`config.mk`:
```
export PLATFORM = sky130hd
export DESIGN_NAME = arcade_rom_loader
export DESIGN_NICKNAME = d
export VERILOG_FILES = /design/src/rtl/arcade_loader_pkg.sv /design/src/rtl/rom_port_ch.sv /design/src/rtl/arcade_rom_loader.sv
export SDC_FILE = /design/constraint.sdc
export NUM_CORES = 1
export LEC_CHECK = 0
export CELL_PAD_IN_SITES_DETAIL_PLACEMENT = 0
export CELL_PAD_IN_SITES_GLOBAL_PLACEMENT = 1
export CORE_MARGIN = 8
export CORE_UTILIZATION = 30
export CTS_CLUSTER_DIAMETER = 150
export CTS_CLUSTER_SIZE = 20
export DETAILED_ROUTE_END_ITERATION = 16
export PLACE_DENSITY_LB_ADDON = 0.2
export SLEW_MARGIN = 40
export SYNTH_ARGS = -nofsm -noshare
export SYNTH_HDL_FRONTEND = slang
export SYNTH_SLANG_ARGS = --single-unit
```
`constraint.sdc`:
```
create_clock -name clk_sys -period 6.1 [get_ports clk_sys]
set_input_delay 1.22 -clock clk_sys [delete_from_list [all_inputs] [get_ports clk_sys]]
set_output_delay 1.22 -clock clk_sys [all_outputs]
set_load 0.05 [all_outputs]
```
`src/rtl/arcade_loader_pkg.sv`:
```
// arcade_loader_pkg: shared loader state, ioctl address width and port window type
package arcade_loader_pkg;
  localparam int IOCTL_AW = 25;
  typedef enum logic [1:0] {IDLE, LOAD, DRAIN, DONE} loader_state_e;
  typedef struct packed {
    logic [IOCTL_AW-1:0] base;
    logic [IOCTL_AW-1:0] size;
  } region_t;
endpackage

```
`src/rtl/rom_port_ch.sv`:
```
// rom_port_ch: one sdram write port with window decode, remap, toggle handshake and overrun flag
module rom_port_ch
  import arcade_loader_pkg::*;
#(
  parameter int PORT_AW = 23
) (
  input  logic                clk,
  input  logic                rst,
  input  logic                accept,
  input  logic [IOCTL_AW-1:0] addr,
  input  logic [7:0]          dout,
  input  region_t             region,
  input  logic                ack,
  output logic                req,
  output logic [PORT_AW-1:0]  a,
  output logic [1:0]          ds,
  output logic [15:0]         d,
  output logic                overrun
);
  logic [IOCTL_AW:0] lim;
  logic [IOCTL_AW-1:0] off;
  logic hit;
  // widened limit so base+size never wraps
  assign lim = {1'b0, region.base} + {1'b0, region.size};
  assign off = addr - region.base;
  assign hit = addr >= region.base && {1'b0, addr} < lim;
  always_ff @(posedge clk) begin
    if (rst) begin
      req <= 1'b0;
      a <= '0;
      ds <= '0;
      d <= '0;
      overrun <= 1'b0;
    end else if (accept && hit) begin
      if (req == ack) begin
        a <= PORT_AW'(off >> 1);
        ds <= {addr[0], ~addr[0]};
        d <= {dout, dout};
        req <= ~req;
      end else begin
        overrun <= 1'b1;
      end
    end
  end
endmodule

```
`src/rtl/arcade_rom_loader.sv`:
```
// arcade_rom_loader: routes ioctl rom bytes to sdram write ports and sequences core reset
module arcade_rom_loader
  import arcade_loader_pkg::*;
#(
  parameter int                              NUM_PORTS   = 2,
  parameter int                              PORT_AW     = 23,
  parameter logic [7:0]                      ROM_INDEX   = 8'h00,
  parameter logic [NUM_PORTS*IOCTL_AW-1:0]   REGION_BASE = {25'h0e000, 25'h0},
  parameter logic [NUM_PORTS*IOCTL_AW-1:0]   REGION_SIZE = {25'h20000, 25'h0e000},
  parameter logic [15:0]                     HOLD_CYCLES = 16'hffff
) (
  input  logic                         clk_sys,
  input  logic                         reset,
  input  logic                         user_reset,
  input  logic                         ioctl_downl,
  input  logic [7:0]                   ioctl_index,
  input  logic                         ioctl_wr,
  input  logic [IOCTL_AW-1:0]          ioctl_addr,
  input  logic [7:0]                   ioctl_dout,
  output logic [NUM_PORTS-1:0]         port_req,
  input  logic [NUM_PORTS-1:0]         port_ack,
  output logic [NUM_PORTS*PORT_AW-1:0] port_a,
  output logic [NUM_PORTS*2-1:0]       port_ds,
  output logic [NUM_PORTS*16-1:0]      port_d,
  output logic                         rom_loaded,
  output logic                         core_reset,
  output logic [NUM_PORTS-1:0]         overrun,
  output logic [IOCTL_AW-1:0]          byte_count
);
  loader_state_e state;
  logic wr_q, rom_hit, accept;
  logic [15:0] cnt;
  assign rom_hit = ioctl_index == ROM_INDEX;
  // LOAD term keeps a write that coincides with the downl fall
  assign accept = ioctl_wr & ~wr_q & ((ioctl_downl & rom_hit) | state == LOAD);
  for (genvar p = 0; p < NUM_PORTS; p++) begin : g_ch
    region_t rg;
    assign rg = '{base: REGION_BASE[p*IOCTL_AW +: IOCTL_AW], size: REGION_SIZE[p*IOCTL_AW +: IOCTL_AW]};
    rom_port_ch #(.PORT_AW(PORT_AW)) u_ch (
      .clk(clk_sys), .rst(reset), .accept(accept), .addr(ioctl_addr), .dout(ioctl_dout),
      .region(rg), .ack(port_ack[p]), .req(port_req[p]), .a(port_a[p*PORT_AW +: PORT_AW]),
      .ds(port_ds[2*p +: 2]), .d(port_d[16*p +: 16]), .overrun(overrun[p])
    );
  end
  always_ff @(posedge clk_sys) begin
    if (reset) begin
      state <= IDLE;
      rom_loaded <= 1'b0;
      byte_count <= '0;
      wr_q <= 1'b0;
      cnt <= HOLD_CYCLES;
      core_reset <= 1'b1;
    end else begin
      wr_q <= ioctl_wr;
      cnt <= (user_reset | ~rom_loaded) ? HOLD_CYCLES : cnt - 16'(cnt != 16'd0);
      core_reset <= user_reset | ~rom_loaded | cnt == 16'd1;
      case (state)
        IDLE, DONE: if (ioctl_downl & rom_hit) begin
          state <= LOAD;
          rom_loaded <= 1'b0;
          byte_count <= IOCTL_AW'(accept);
        end
        LOAD: begin
          byte_count <= byte_count + IOCTL_AW'(accept);
          if (!ioctl_downl) state <= DRAIN;
        end
        DRAIN: if (port_req == port_ack) begin
          state <= DONE;
          rom_loaded <= 1'b1;
        end
        default: state <= IDLE;
      endcase
    end
  end
endmodule
```
Word level (Yosys, flattened, before mapping)
Index checks and enable logic that the tools add are counted.
W data, S select, Z words.
- bits in registers: 132
- word-level logic and storage cells: 73
- add/sub/neg operators: 3
- order comparisons: 4
- equality and inequality tests: 10
- muxes and demuxes: 9
- bitwise gates (word level): 13
- reduce and logical (&&, ||, !) cells: 18
- operators with widths (operator ; count):
    $pmux W25 S2 ; 1
    $add A25 B1 Y25 ; 1
    $ge A25 B1 Y1 const B ; 1
    $ge A25 B16 Y1 const B ; 1
    $lt A25 B16 Y1 const B ; 1
    $lt A25 B18 Y1 const B ; 1
    $mux W25 ; 1
    $sub A24 B16 Y24 const B ; 1
    $eq A16 B1 Y1 const B ; 1
    $reduce_bool A16 Y1 ; 1
    $sub A16 B1 Y16 ; 1
    $reduce_and A2 Y1 ; 5
    $logic_not A8 Y1 ; 1
    $not A1 Y1 ; 7
    $mux W2 ; 3
    $ne A2 B2 Y1 const B ; 3
    $pmux W2 S3 ; 1
    $reduce_and A3 Y1 ; 2
    $eq A2 B2 Y1 const B ; 2
    $logic_and A1 B1 Y1 ; 4
    $reduce_bool A2 Y1 ; 2
    $reduce_or A2 Y1 ; 2
    $and A1 B1 Y1 ; 3
    $or A1 B1 Y1 ; 3
    6 further kinds ; 8

Depth between registers and ports, before layout
- depth after elaboration: 6
- gate-level depth with buffers: 11
- gate-level depth less buffers: 11

Modules after synthesis
A second synthesis with hierarchy kept.
- cells, all modules: 1323
- area total of the unflattened synthesis: 10799.1 um2
- by module, submodules not included (module ; times used ; cells each ; area each (um2) ; sequential area each (um2)):
    rom_port_ch at g_ch[1].u_ch ; 1 ; 530 ; 4292.9 ; 700.7
    rom_port_ch at g_ch[0].u_ch ; 1 ; 530 ; 4285.4 ; 700.7
    arcade_rom_loader ; 1 ; 263 ; 2220.9 ; 920.9

Least setup slack after synthesis
No wires, ideal clock.
- path type: input port to flip-flop
- start point: input port ioctl_index[4]
- end point: register byte_count[24]
- setup time: 71 ps
- arrival: 3389 ps
- data required time: 6029 ps
- setup slack: 2640 ps
- cell stages on the path: 9
- path through: nor4b_4 a31oi_2 nor2_1 ha_1 ha_1 nand2_1 or4_1 or3_1 a21oi_1
- longest elaborated chain between the ends: 6
- elaborated cells between the ends (all ways): 8
- classes of those cells: add/sub (1); eq/ne (1); mux (1); bitwise (3); reduce/logical (2)
- RTL lines (element ; RTL line ; source):
    start, declared ; arcade_rom_loader.sv:16 ; input logic [7:0] ioctl_index,
    $logic_not A8 Y1 (*) ; arcade_rom_loader.sv:33 ; assign rom_hit = ioctl_index == ROM_INDEX;
    $and A1 B1 Y1 (*) ; arcade_rom_loader.sv:35, arcade_rom_loader.sv:58 ;
    $or A1 B1 Y1 ; arcade_rom_loader.sv:35 ; assign accept = ioctl_wr & ~wr_q & ((ioctl_downl & rom_hit) | state == LOAD);
    $and A1 B1 Y1 ; arcade_rom_loader.sv:35 ;
    $add A25 B1 Y25 ; arcade_rom_loader.sv:64 ; byte_count <= byte_count + IOCTL_AW'(accept);
    $pmux W25 S2 ; arcade_rom_loader.sv:57 ; case (state)
    end signal, assigned ; arcade_rom_loader.sv:61 ; byte_count <= IOCTL_AW'(accept);
    end signal, assigned ; arcade_rom_loader.sv:64 ;
    end, declared ; arcade_rom_loader.sv:28 ; output logic [IOCTL_AW-1:0] byte_count
Every way passes the cells marked *; elsewhere a longest branch is shown, timed or not.
A chain may end at the register's enable or synchronous reset.

Final worst setup path
Ends and elaborated chain as after synthesis.

==> results.ini <==
[run_status]
status = complete, no violations

[clock_tree]
cts_hold_buffers = 0
clk_pin_slew_worst_paths_ns = 0.05
cts_tree = yes
ctsHtreeMaxLevel = 4
cts_setup_buffers = 0
clock-sinks = 116
cts_resized = 0
cts_buffer_depth = 2
clock-root-buffer = clkbuf_16
cts_buffers = 17
insertion_delay_ns = 0.40

[timing]
hold_viol_final = 0
relSlewSlack = 0.5421
setup_viol = 0
clock.fmax_mhz = 260.2
min_period_ns = 3.843
slew_viol_final = 0
tightestPinTransition_ns = 0.6846
rsz0062_at_grt = no
setup-tns-final_ns = 0
clock_skew_ns = 0.008444
finalCritPeriodShare = 0.6301

[synthesis]
synthTopCellsByCount = dfxtp_1 (116), nand2_1 (74), nand2b_1 (51)
synth.most_common_cell = dfxtp_1
yosysSeqAreaShare = 0.4464
synth-main-ff-cell = dfxtp_1
synth_top_area_cell = dfxtp_1
syn_nets = 634
synth_area_leaders = dfxtp_1 (45%), nand2b_1 (6.1%), nand2_1 (5.3%), mux2i_1 (4.2%), xnor2_1 (4.2%)
synth_top_cell_area_share = 0.4464
synth-warning-count = 0
synth.distinct_cells = 49
avgSynthCellArea_um2 = 9.001
syn-cell-area_um2 = 5202
syn_inst = 578
synth-edff-count = 0
async_flop_share = 0
synth_seq_cells = 116

[placement]
dpl.hpwl_um = 10830
dpl.cell_count = 918
place.gp.congestion = 0.7560
port-buffer-count = 160

[cells_and_area]
final_util = 0.4305
final_cells = 947
syn2layout_area_growth_pct = 41.63
n_antenna_cell = 0
drive_above_1_share = 0.06510
nets = 768

[critical_path]
cp_max_fo = 9
critPathMaxStageDelay_ns = 0.57
cp.required_ns = 6.43
cp_cell_sequence = clkdlybuf4s50_1, nor4b_4, a31oi_2, nor2_1, ha_1, ha_1, nand2_1, or4_1, or3_1, a21oi_1
r2r-end = byte_count[24]$_SDFFE_PP0P_
crit_buf_inv = 1
ff2ff_setup_slack_ns = 3.40
critPathLaunchType = input pin
crit_type = input pin to flop
critPathTopFamily = simple AND/OR/NAND/NOR gates
ff2ff_path_depth = 10
cp_slowest_cell = or4_1
crit_arrival_ns = 4.17
endpoint_kind = flop
worst_path_most_repeated_cell = ha_1
reg2reg_from = state[1]$_SDFFE_PP0P_

[route]
finalWirelength_um = 14820
routedWlPerCell_um = 15.65
routed_via_density = 4.628
vias = 4383
dr.first_iter.drc_count = 206
first_pass_iters = 4
ant_nets = 0
drc_errors = 0

[grt]
grt_pass1_vias = 4426
grt_max_degree = 55
grt_pass1_wl_um = 23760
grtUsageTotal = 0.1363
grt-ovfl-total = 0
antenna_found_initial = 0

[floorplan]
die_area_um2 = 21810
start_util = 0.3039
core_um2 = 17120
rows = 48
die_h_um = 147.7
io_pins = 161
dieWidth_um = 147.7

[power]
p_sw_mw = 0.4214
power.clock.fraction = 0.487
internal-power_mw = 1.394
power_leakage_nw = 2.469
power_mw = 1.815
p_per_area_nw_per_um2 = 246.3
seqPwrFrac = 0.425
switching_share = 0.2322
p_comb_frac = 0.089
peakVddDrop_uv = 170.2

[hold_path]
holdPathEnd = g_ch[0].u_ch.a[11]$_SDFFE_PP0P_
hold_depth = 2
holdCritStartpoint = g_ch[0].u_ch.a[11]$_SDFFE_PP0P_
hp-class = flop to flop

[run]
drv_cap = 0

==> layer usage <==
| metal | vias to the layer above | GRT usage | part of all wire |
|---|---|---|---|
| li1 | 2208 | - | - |
| met1 | 2052 | 0.1691 | 0.46 |
| met3 | 6 | 0.04494 | 0.074 |
| met2 | 117 | 0.2186 | 0.46 |
| met5 | - | 0 | 0 |
| met4 | 0 | 0.04437 | 0.0059 |
==> final cells by class <==
| class | instances | area [um^2] |
|---|---|---|
| repair buffers | 163 | 1622 |
| clock inverters | 7 | 60.06 |
| clock buffers | 22 | 454.2 |
| inverters | 10 | 37.54 |
| fillers | 1699 | 9748 |
| flip-flops and latches | 116 | 2322 |
| multi-input cells | 404 | 2591 |
| well taps | 225 | 281.5 |
==> through the flow <==
| stage | hold slack (ns) | setup slack [ns] | cell area (um^2) |
|---|---|---|---|
| floorplan | 0.4337 | 2.640 | 5202 |
| global placement | 0.4389 | 1.957 | 6827 |
| detailed placement | 0.4428 | 1.812 | 6845 |
| CTS | 0.4535 | 2.248 | 7360 |
| global route | 0.4678 | 2.025 | 7368 |
| finish | 0.4503 | 2.257 | 7368 |
==> worst min-delay path: stages, from the launching register on <==
cell and delay (ns):
dfxtp_1 0.30, nand2_1 0.05, a21oi_1 0.05
==> registers in the layout, indices dropped and copies added (netlist names), 2 cells and up <==
register,count
g_ch.u_ch.req,2
cnt,16
g_ch.u_ch.overrun,2
g_ch.u_ch.ds,4
g_ch.u_ch.a,46
g_ch.u_ch.d,16
byte_count,25
state,2
==> worst max path at each step <==
stage	depth (start not counted)	startpoint	slack, ns	end
after floorplan	9	ioctl_index[4]	2.64	byte_count[24]$_SDFFE_PP0P_
after global placement	10	ioctl_index[4]	1.96	byte_count[24]$_SDFFE_PP0P_
after detailed placement	10	ioctl_index[4]	1.81	byte_count[24]$_SDFFE_PP0P_
after CTS	10	ioctl_index[4]	2.25	byte_count[24]$_SDFFE_PP0P_
after global routing	10	ioctl_index[4]	2.02	byte_count[20]$_SDFFE_PP0P_
final	10	ioctl_index[4]	2.26	byte_count[24]$_SDFFE_PP0P_
==> power groups by stage <==
stage               clock (mW)  combinational, mW  sequential, mW
floorplan                    0             0.0839           0.795
global placement             0              0.157           0.786
detailed placement           0              0.162           0.786
CTS                      0.911              0.163           0.770
global route             0.951              0.178           0.771
finish                   0.883              0.161           0.771
==> cells by family (layout without fill, tap and decap cells) <==
group,count (synthesis),in the layout,synth area share
AO/OA/AOI/OAI,66,66,0.07817
XOR/XNOR,33,33,0.05556
adder cells (fa/ha/maj),8,8,0.01924
buffers and inverters,58,202,0.06061
flip-flops,116,116,0.4464
multiplexers,35,35,0.07047
AND/OR/NAND/NOR,262,262,0.2696
==> cells in the final DEF, fill, tap and decap left out, types with 6 or more instances in the layout <==
master / n
a21oi_1: 36
and2_1: 8
and3_1: 6
clkbuf_16: 17
clkdlybuf4s50_1: 159
clkinv_2: 6
dfxtp_1: 116
ha_1: 8
inv_1: 10
mux2_1: 7
mux2_2: 6
mux2i_1: 22
nand2_1: 74
nand2b_1: 51
nand3_1: 12
nor2_1: 39
nor2b_1: 17
nor3_1: 10
nor4_1: 11
o21ai_0: 10
or3_1: 7
or4_1: 6
xnor2_1: 25
xor2_1: 8
Note: power is estimated with default switching activity, not from simulation.
